`src/rtl/hilo_md_ctrl_pkg.sv`:
```
// Shared encodings for the HI/LO multiply/divide sequencer.
package hilo_md_ctrl_pkg;

  localparam int XLEN = 32;

  typedef enum logic [2:0] {
    MD_NOP   = 3'd0,
    MD_MULT  = 3'd1,
    MD_MULTU = 3'd2,
    MD_DIV   = 3'd3,
    MD_DIVU  = 3'd4,
    MD_MTHI  = 3'd5,
    MD_MTLO  = 3'd6
  } md_op_e;

  typedef enum logic [1:0] {
    ST_IDLE = 2'd0,
    ST_MUL  = 2'd1,
    ST_DIV  = 2'd2,
    ST_DONE = 2'd3
  } md_state_e;

endpackage

```
`src/rtl/md_div_iter.sv`:
```
// Iterative restoring divider: one quotient bit per cycle, signed fixup applied
// combinationally on the final iteration so the result is ready with done_o.
module md_div_iter #(
  parameter int W = 32
) (
  input  logic         clk,
  input  logic         rst,
  input  logic         start_i,
  input  logic         sgn_i,
  input  logic [W-1:0] a_i,
  input  logic [W-1:0] b_i,
  output logic         done_o,
  output logic [W-1:0] q_o,
  output logic [W-1:0] r_o
);

  localparam int CW = $clog2(W);

  logic          run_q;
  logic [CW-1:0] cnt_q;
  logic [W-1:0]  dvd_q, dvs_q, rem_q;
  logic          negq_q, negr_q;

  logic [W:0]    rem_sh, diff;
  logic          ge;
  logic [W-1:0]  rem_nxt, quo_nxt;

  function automatic logic [W-1:0] mag(input logic [W-1:0] x, input logic sgn);
    return (sgn && x[W-1]) ? -x : x;
  endfunction

  function automatic logic [W-1:0] neg_if(input logic [W-1:0] x, input logic n);
    return n ? -x : x;
  endfunction

  // The extra remainder bit keeps the compare exact for unsigned divisors >= 2^(W-1).
  always_comb begin
    rem_sh  = {rem_q, dvd_q[W-1]};
    diff    = rem_sh - {1'b0, dvs_q};
    ge      = ~diff[W];
    rem_nxt = ge ? diff[W-1:0] : rem_sh[W-1:0];
    quo_nxt = {dvd_q[W-2:0], ge};
  end

  assign done_o = run_q && (cnt_q == '0);
  assign q_o    = neg_if(quo_nxt, negq_q);
  assign r_o    = neg_if(rem_nxt, negr_q);

  always_ff @(posedge clk) begin
    if (rst) begin
      run_q <= 1'b0;
      cnt_q <= '0;
    end else if (start_i) begin
      run_q <= 1'b1;
      cnt_q <= CW'(W - 1);
    end else if (run_q) begin
      if (cnt_q == '0) run_q <= 1'b0;
      else             cnt_q <= cnt_q - CW'(1);
    end
  end

  always_ff @(posedge clk) begin
    if (start_i) begin
      dvd_q  <= mag(a_i, sgn_i);
      dvs_q  <= mag(b_i, sgn_i);
      rem_q  <= '0;
      negq_q <= sgn_i && (a_i[W-1] ^ b_i[W-1]);
      negr_q <= sgn_i && a_i[W-1];
    end else if (run_q) begin
      dvd_q <= quo_nxt;
      rem_q <= rem_nxt;
    end
  end

endmodule

```
`src/rtl/hilo_md_ctrl.sv`:
```
// HI/LO sequencer: sole writer of the hilo register, runs multi-cycle
// multiply/divide and stalls the pipeline until the result is written.
module hilo_md_ctrl
  import hilo_md_ctrl_pkg::*;
#(
  parameter int MUL_CYCLES = 4,
  parameter int DIV_BITS   = 32
) (
  input  logic        clk,
  input  logic        rst,
  input  logic        start,
  input  logic [2:0]  op,
  input  logic [31:0] src_a,
  input  logic [31:0] src_b,
  input  logic        flush,
  input  logic [63:0] hilo_cur,
  output logic        stall,
  output logic        hilo_we,
  output logic [63:0] hilo_wdata,
  output logic        busy
);

  localparam int MCW = $clog2(MUL_CYCLES) + 1;

  md_state_e        state_q, state_d;
  logic [MCW-1:0]   cnt_q, cnt_d;
  logic [XLEN-1:0]  mul_a_q, mul_a_d, mul_b_q, mul_b_d;
  logic             mul_sgn_q, mul_sgn_d;
  logic [63:0]      res_q, res_d;

  logic             div_start, div_done;
  logic [XLEN-1:0]  div_q, div_r;

  function automatic logic [63:0] mul_prod(input logic [31:0] a, input logic [31:0] b,
                                           input logic sgn);
    logic [63:0] ea, eb;
    ea = sgn ? {{32{a[31]}}, a} : {32'b0, a};
    eb = sgn ? {{32{b[31]}}, b} : {32'b0, b};
    return ea * eb;
  endfunction

  md_div_iter #(.W(DIV_BITS)) u_div (
    .clk     (clk),
    .rst     (rst),
    .start_i (div_start),
    .sgn_i   (op == MD_DIV),
    .a_i     (src_a),
    .b_i     (src_b),
    .done_o  (div_done),
    .q_o     (div_q),
    .r_o     (div_r)
  );

  assign busy = (state_q != ST_IDLE);

  always_comb begin
    state_d    = state_q;
    cnt_d      = cnt_q;
    mul_a_d    = mul_a_q;
    mul_b_d    = mul_b_q;
    mul_sgn_d  = mul_sgn_q;
    res_d      = res_q;
    div_start  = 1'b0;
    stall      = 1'b0;
    hilo_we    = 1'b0;
    hilo_wdata = '0;
    if (flush) begin
      state_d = ST_IDLE;
    end else begin
      case (state_q)
        ST_IDLE: begin
          if (start) begin
            case (op)
              MD_MTHI: begin
                hilo_we    = 1'b1;
                hilo_wdata = {src_a, hilo_cur[31:0]};
              end
              MD_MTLO: begin
                hilo_we    = 1'b1;
                hilo_wdata = {hilo_cur[63:32], src_a};
              end
              MD_MULT, MD_MULTU: begin
                stall     = 1'b1;
                mul_a_d   = src_a;
                mul_b_d   = src_b;
                mul_sgn_d = (op == MD_MULT);
                cnt_d     = MCW'(MUL_CYCLES - 2);
                state_d   = ST_MUL;
              end
              MD_DIV, MD_DIVU: begin
                stall = 1'b1;
                if (src_b == '0) begin
                  res_d   = {src_a, 32'hFFFF_FFFF};
                  state_d = ST_DONE;
                end else begin
                  div_start = 1'b1;
                  state_d   = ST_DIV;
                end
              end
              default: ;
            endcase
          end
        end
        // Product re-registered every MUL cycle; the last capture feeds DONE.
        ST_MUL: begin
          stall = 1'b1;
          res_d = mul_prod(mul_a_q, mul_b_q, mul_sgn_q);
          if (cnt_q <= MCW'(1)) state_d = ST_DONE;
          else                  cnt_d   = cnt_q - MCW'(1);
        end
        ST_DIV: begin
          stall = 1'b1;
          if (div_done) begin
            res_d   = {div_r, div_q};
            state_d = ST_DONE;
          end
        end
        ST_DONE: begin
          hilo_we    = 1'b1;
          hilo_wdata = res_q;
          state_d    = ST_IDLE;
        end
        default: state_d = ST_IDLE;
      endcase
    end
  end

  always_ff @(posedge clk) begin
    if (rst) begin
      state_q   <= ST_IDLE;
      cnt_q     <= '0;
      mul_a_q   <= '0;
      mul_b_q   <= '0;
      mul_sgn_q <= 1'b0;
      res_q     <= '0;
    end else begin
      state_q   <= state_d;
      cnt_q     <= cnt_d;
      mul_a_q   <= mul_a_d;
      mul_b_q   <= mul_b_d;
      mul_sgn_q <= mul_sgn_d;
      res_q     <= res_d;
    end
  end

endmodule
```
`config.mk`:
```
export PLATFORM = sky130hd
export DESIGN_NAME = hilo_md_ctrl
export DESIGN_NICKNAME = d
export VERILOG_FILES = /design/src/rtl/hilo_md_ctrl_pkg.sv /design/src/rtl/md_div_iter.sv /design/src/rtl/hilo_md_ctrl.sv
export SDC_FILE = /design/constraint.sdc
export NUM_CORES = 2
export LEC_CHECK = 0
export ABC_CLOCK_PERIOD_IN_PS = 11500
export CAP_MARGIN = 0
export CORE_ASPECT_RATIO = 1.5
export CORE_MARGIN = 3
export CORE_UTILIZATION = 35
export CTS_BUF_LIST = sky130_fd_sc_hd__clkbuf_4
export CTS_CLUSTER_DIAMETER = 120
export DETAILED_ROUTE_END_ITERATION = 7
export PLACE_DENSITY = 0.55
export SYNTH_ARGS = -nofsm -noshare
export SYNTH_HDL_FRONTEND = slang
export SYNTH_SLANG_ARGS = --single-unit
```
`constraint.sdc`:
```
create_clock -name clk -period 11.5 [get_ports clk]
set_input_delay 1.725 -clock clk [delete_from_list [all_inputs] [get_ports clk]]
set_output_delay 1.725 -clock clk [all_outputs]
set_load 0.02 [all_outputs]
```
; ---- Word level (Yosys, flattened, before mapping)
; Index checks and enable logic that the tools add are counted.
[word_totals]
input_bits = 135
ff_bits = 238
output_inout_bits = 67
word_cells = 112
[op_classes]
n_lt_le_gt_ge = 1
muxes = 47
eq_ne = 18
n_reduce_logical = 22
n_mul = 1
bitwise = 3
addsub = 7
[op_table]
columns = operator, count
row1 = $mux W64, 8
row2 = $pmux W64 S2, 2
row3 = $mux W32, 7
row4 = $pmux W64 S3, 1
row5 = $neg A32 Y32, 4
row6 = $mul A64 B64 Y64, 1
row7 = $sub A33 B32 Y33, 1
row8 = $logic_not A32 Y1, 1
row9 = $mux W1, 15
row10 = $mux W5, 3
row11 = $ne A2 B2 Y1 const B, 6
row12 = $reduce_or A2 Y1, 5
row13 = $eq A3 B3 Y1 const B, 3
row14 = $mux W3, 3
row15 = $pmux W2 S4, 1
row16 = $reduce_and A4 Y1, 2
row17 = $eq A3 B2 Y1 const B, 2
row18 = $mux W2, 3
row19 = $pmux W3 S2, 1
row20 = $reduce_and A6 Y1, 1
row21 = $reduce_bool A2 Y1, 3
row22 = $logic_not A5 Y1, 1
row23 = $reduce_and A5 Y1, 1
row24 = $sub A5 B1 Y5 const B, 1
row25 = 16 further kinds, 23

; ---- Depth between registers and ports, before layout
[depth]
ltp_word = 8
mapped_depth = 37
mapped_depth_nobuf = 35

; ---- Cells and area by module
; Synthesis repeated with hierarchy kept, for this count alone.
[hier_totals]
hier_cells = 7247
area_unflattened_um2 = 64250.4
[modules_own_cells]
columns = mod, instances, seq_area_each_um2, cells_each, area_each_um2
row1 = hilo_md_ctrl, 1, 2682.6, 6138, 55135.4
row2 = md_div_iter, 1, 2742.6, 1109, 9115.0

; ---- Worst setup path after synthesis
; OpenSTA, ideal clock, no wires.
[synth_timing]
path_type = register to register
from = register mul_a_q[31]
to = register res_q[62]
period_less_slack_ps = 9663
setup_time_ps = 132
slack_ps = 1837
stages_incl_launch_ff = 32
n_path_buf = 3
arrival_ps = 9531
cell_sequence = dfxtp_1 > and2_1 > clkbuf_1 > clkbuf_1 > nand2_1 > fa_1 > inv_1 > fa_1 > fa_1 > fa_1 > fa_1 > fa_1 > fa_1 > fa_1 > fa_1 > inv_1 > fa_1 > inv_1 > ha_1 > clkbuf_1 > a21o_1 > a21o_1 > a21o_1 > a21o_1 > a221o_1 > a221o_1 > a41o_1 > a221oi_1 > xor2_1 > o221ai_1 > nor3_1 > o41ai_2
[synth_between]
elab_chain_cells = 3
[synth_rtl]
columns = element, line
row1 = start: declaration, hilo_md_ctrl.sv:27  ; logic [XLEN-1:0] mul_a_q, mul_a_d, mul_b_q, mul_b_d;
row2 = start signal: assignment, hilo_md_ctrl.sv:139  ; mul_a_q <= mul_a_d;
row3 = $mux W64, hilo_md_ctrl.sv:37  ; ea = sgn ? {{32{a[31]}}, a} : {32'b0, a};
row4 = $mul A64 B64 Y64, hilo_md_ctrl.sv:39  ; return ea * eb;
row5 = $pmux W64 S3, hilo_md_ctrl.sv:70  ; case (state_q)
row6 = end signal: assignment, hilo_md_ctrl.sv:142  ; res_q <= res_d;
row7 = end: declaration, hilo_md_ctrl.sv:29  ; logic [63:0] res_q, res_d;
; No other way between the ends.
; A chain may end at the register's enable or synchronous reset.

; ---- Worst setup path after layout
[layout_timing]
from = register mul_b_q[14]
to = register res_q[50]
[layout_between]
elab_chain_cells = 3
[layout_rtl]
columns = element, line
row1 = start: declaration, hilo_md_ctrl.sv:27
row2 = start signal: assignment, hilo_md_ctrl.sv:140  ; mul_b_q <= mul_b_d;
row3 = $mux W64, hilo_md_ctrl.sv:38  ; eb = sgn ? {{32{b[31]}}, b} : {32'b0, b};
row4 = $mul A64 B64 Y64, hilo_md_ctrl.sv:39
row5 = $pmux W64 S3, hilo_md_ctrl.sv:70
; No other way between the ends.

==> flow_summary.json <==
{
  "outcome": "finished with violations",
  "violations": "design-rule violations",
  "grt_max_degree": 78,
  "tightest_slew_ns": 1.235,
  "start_util_pct": 35.33,
  "ios": 202,
  "clock_skew_ns": 0.1103,
  "clock-sinks": 238,
  "power_frac_comb_pct": 48.9,
  "r2r_start": "mul_b_q[14]",
  "seqPwrFrac_pct": 27.3,
  "switching_share_pct": 48.07,
  "postSynthAreaPerCell_um2": 8.900,
  "cap_violations": 0,
  "crit_type": "reg -> reg",
  "routed_wl_um": 246400,
  "r2r_slack_ns": 0.66,
  "place.gp.congestion": 0.9833,
  "reg2reg_to": "res_q[50]",
  "synth_top_area_cell": "fa_1",
  "synth_area_leaders": "fa_1 44%, inv_1 9.4%, ha_1 6.9%",
  "synth_warnings": 0,
  "core.rowCount": 191,
  "antenna_found_initial": 13,
  "ys_types": 92,
  "drt_first_pass_iters": 8,
  "htree_levels": 3,
  "grt_overflow": 0,
  "hold_path.class": "reg -> reg",
  "clockBufferDepth": 3,
  "setup_tns_ns": 0,
  "core_area_um2": 181100,
  "viasPerCell": 5.269,
  "vias": 50980,
  "crit_slowest_cell": "dfxtp_1",
  "globalRouteTotalUtil_pct": 26.45,
  "clkPwrFrac_pct": 23.9,
  "ys_seq_area_share_pct": 8.477,
  "timing.fmax_ghz": 0.09222,
  "p_leak_nw": 33.68,
  "crit_fanout": 15,
  "cts_tree": "done",
  "maxSlewHeadroom_pct": 17.58,
  "place_hpwl_um": 204000,
  "postCtsResizedCells": 0,
  "top_layer_used": "met5",
  "crit_path_max_incr_delay_ns": 0.95,
  "clock_latency_ns": 0.95,
  "die_w_um": 355.2,
  "root_buffer": "clkbuf_4",
  "crit_family": "adder cells",
  "post_drt_wl_per_cell_um": 25.46,
  "async_flop_share_pct": 0,
  "numCtsBuffers": 68,
  "fin_area_um2": 69620,
  "port_buffers": 201,
  "first_iter_violations": 3637,
  "nFillCells": 18710,
  "setup_viol": 0,
  "cp_num_buf_inv": 9,
  "critPathCapture": "res_q[50]",
  "placed_cell_area_um2": 68710,
  "synth-edff-count": 66,
  "cp_common_cell": "fa_1",
  "nNetsFinal": 9111,
  "routed-wl-met3_um": 11940,
  "wl_met1_um": 80150,
  "drtAntennaViolNets": 0,
  "rsz0062_at_grt": "no",
  "reg2reg_depth": 32,
  "die_h_um": 529.7,
  "crit_path_end_kind": "register",
  "power_density_nw_per_um2": 54.59,
  "critical_path_arrival_ns": 11.62,
  "critPathLaunch": "mul_b_q[14]",
  "ys_top_cells_by_count": "1,599 x inv_1, 1,420 x fa_1, 786 x nand2_1, 585 x and2_1, 370 x clkbuf_1",
  "fin_hold_ws_ns": 0.4571,
  "drc": 2,
  "regArea_um2": 5431,
  "grt_pass1_wl_um": 363700,
  "total_power_mw": 3.801,
  "synth.cell_area_um2": 64000,
  "drive_gt1_share_pct": 4.398,
  "fin_crit_ns": 10.84,
  "hold_viol": 0,
  "grt_pass1_vias": 56520,
  "cp.depth": 32,
  "peakVddDrop_v": 0.0001167,
  "required_ns": 12.27,
  "multiInputGateArea_um2": 51050,
  "synth_cells": 7191,
  "slew_viol_final": 0,
  "post-cts-setup-buffer-count": 0,
  "setup.worst_path.start_class": "register",
  "dr_wl_met2_um": 129400,
  "synth.net_count": 9100,
  "cts_hold_buffers": 0,
  "synth_flop_cell": "dfxtp_1",
  "synth_top_area_share_pct": 44.42,
  "postLayoutCoreUtil_pct": 38.43,
  "clk_transition_reported_paths_ns": 0.09,
  "synth-seq-cells": 238,
  "syn_to_final_growth_pct": 8.784,
  "p_int_mw": 1.974,
  "yosysMostFrequentCell": "inv_1",
  "timing.final.crit_share_pct": 94.29,
  "p_sw_mw": 1.827,
  "die_area_um2": 188100
}
-- worst register-to-register path, delay by kind of cell, from the launching register on --
family | cells | cell delay (ns)
adders and majority gates | 11 | 5.31
and+or+nand+nor | 1 | 0.13
xor gates and xnor gates | 1 | 0.57
AOI/OAI and AO/OA | 10 | 2.53
DFF | 1 | 0.95
buffers and inverters | 9 | 1.21
-- sequential cells by signal (all words and copies together) (netlist names) --
register and flops:
cnt_q 3, u_div.cnt_q 5, state_q 2, u_div.dvs_q 32, u_div.rem_q 32, u_div.negr_q 1, u_div.negq_q 1, mul_sgn_q 1
u_div.run_q 1, res_q 64, mul_b_q 32, mul_a_q 32, u_div.dvd_q 32
-- power groups by stage --
stage | combinational, mW | sequential, mW | clock [mW]
CTS | 1.82 | 1.03 | 0.929
detailed placement | 1.81 | 1.05 | 0
global route | 1.96 | 1.04 | 0.949
global placement | 1.80 | 1.05 | 0
finish | 1.86 | 1.04 | 0.907
floorplan | 1.16 | 0.998 | 0
-- worst min-delay path by stage --
stage / cells after the start / startpoint / end / slack (ns)
2_1_floorplan: 2 / res_q[34] / res_q[34] / 0.43
3_3_place_gp: 2 / res_q[45] / res_q[45] / 0.44
3_5_place_dp: 2 / res_q[45] / res_q[45] / 0.45
4_1_cts: 2 / res_q[45] / res_q[45] / 0.46
5_1_grt: 2 / res_q[45] / res_q[45] / 0.47
6_report: 2 / res_q[45] / res_q[45] / 0.46
-- metal layers --
layer	vias to the layer above	track usage, %
li1	21870	-
met1	26360	26.26
met2	1954	49.32
met3	788	2.819
met4	2	21.87
met5	-	0
-- cells in the final DEF (no fill, tap or decap), types with 56 or more instances in the layout --
master           count
dfxtp_1            167
xor2_1              61
clkbuf_4           105
buf_4              136
o21ai_0            143
fa_1              1420
a21oi_1            309
edfxtp_1            66
inv_1             1598
nor2_1             320
nor3_1              56
xnor2_1            197
a22oi_1             71
clkdlybuf4s50_1    200
ha_1               350
nand2_1            783
and2_1             585
-- cell families (layout without fill, tap and decap cells) --
family / Yosys count / in the layout / synth area share, %
AO/OA/AOI/OAI: 887 / 887 / 9.001
XOR/XNOR: 258 / 258 / 3.531
adder cells (fa/ha/maj): 1778 / 1778 / 51.40
buffers and inverters: 2005 / 2068 / 11.84
flip-flops: 238 / 238 / 8.477
multiplexers: 40 / 40 / 0.6451
other: 0 / 9 / 0
AND/OR/NAND/NOR: 1985 / 1985 / 15.11
-- per-stage QoR --
stage                     worst slack (ns)  instances
after floorplan                      1.837       7191
after global placement              0.9510       9544
after detailed placement            0.8323       9544
after CTS                           0.6859       9666
after global routing                0.1395       9670
final                               0.6562       9675
-- area by class of cell --
class	count	share of cell area (%)
well taps	2412	4.335
flip-flops and latches	238	7.801
repair buffers	345	4.601
diodes	9	0.03235
multi-input cells	4948	73.33
clock inverters	17	0.1384
clock buffers	105	1.132
inverters	1601	8.635
Note: power is estimated with default switching activity, not from simulation.
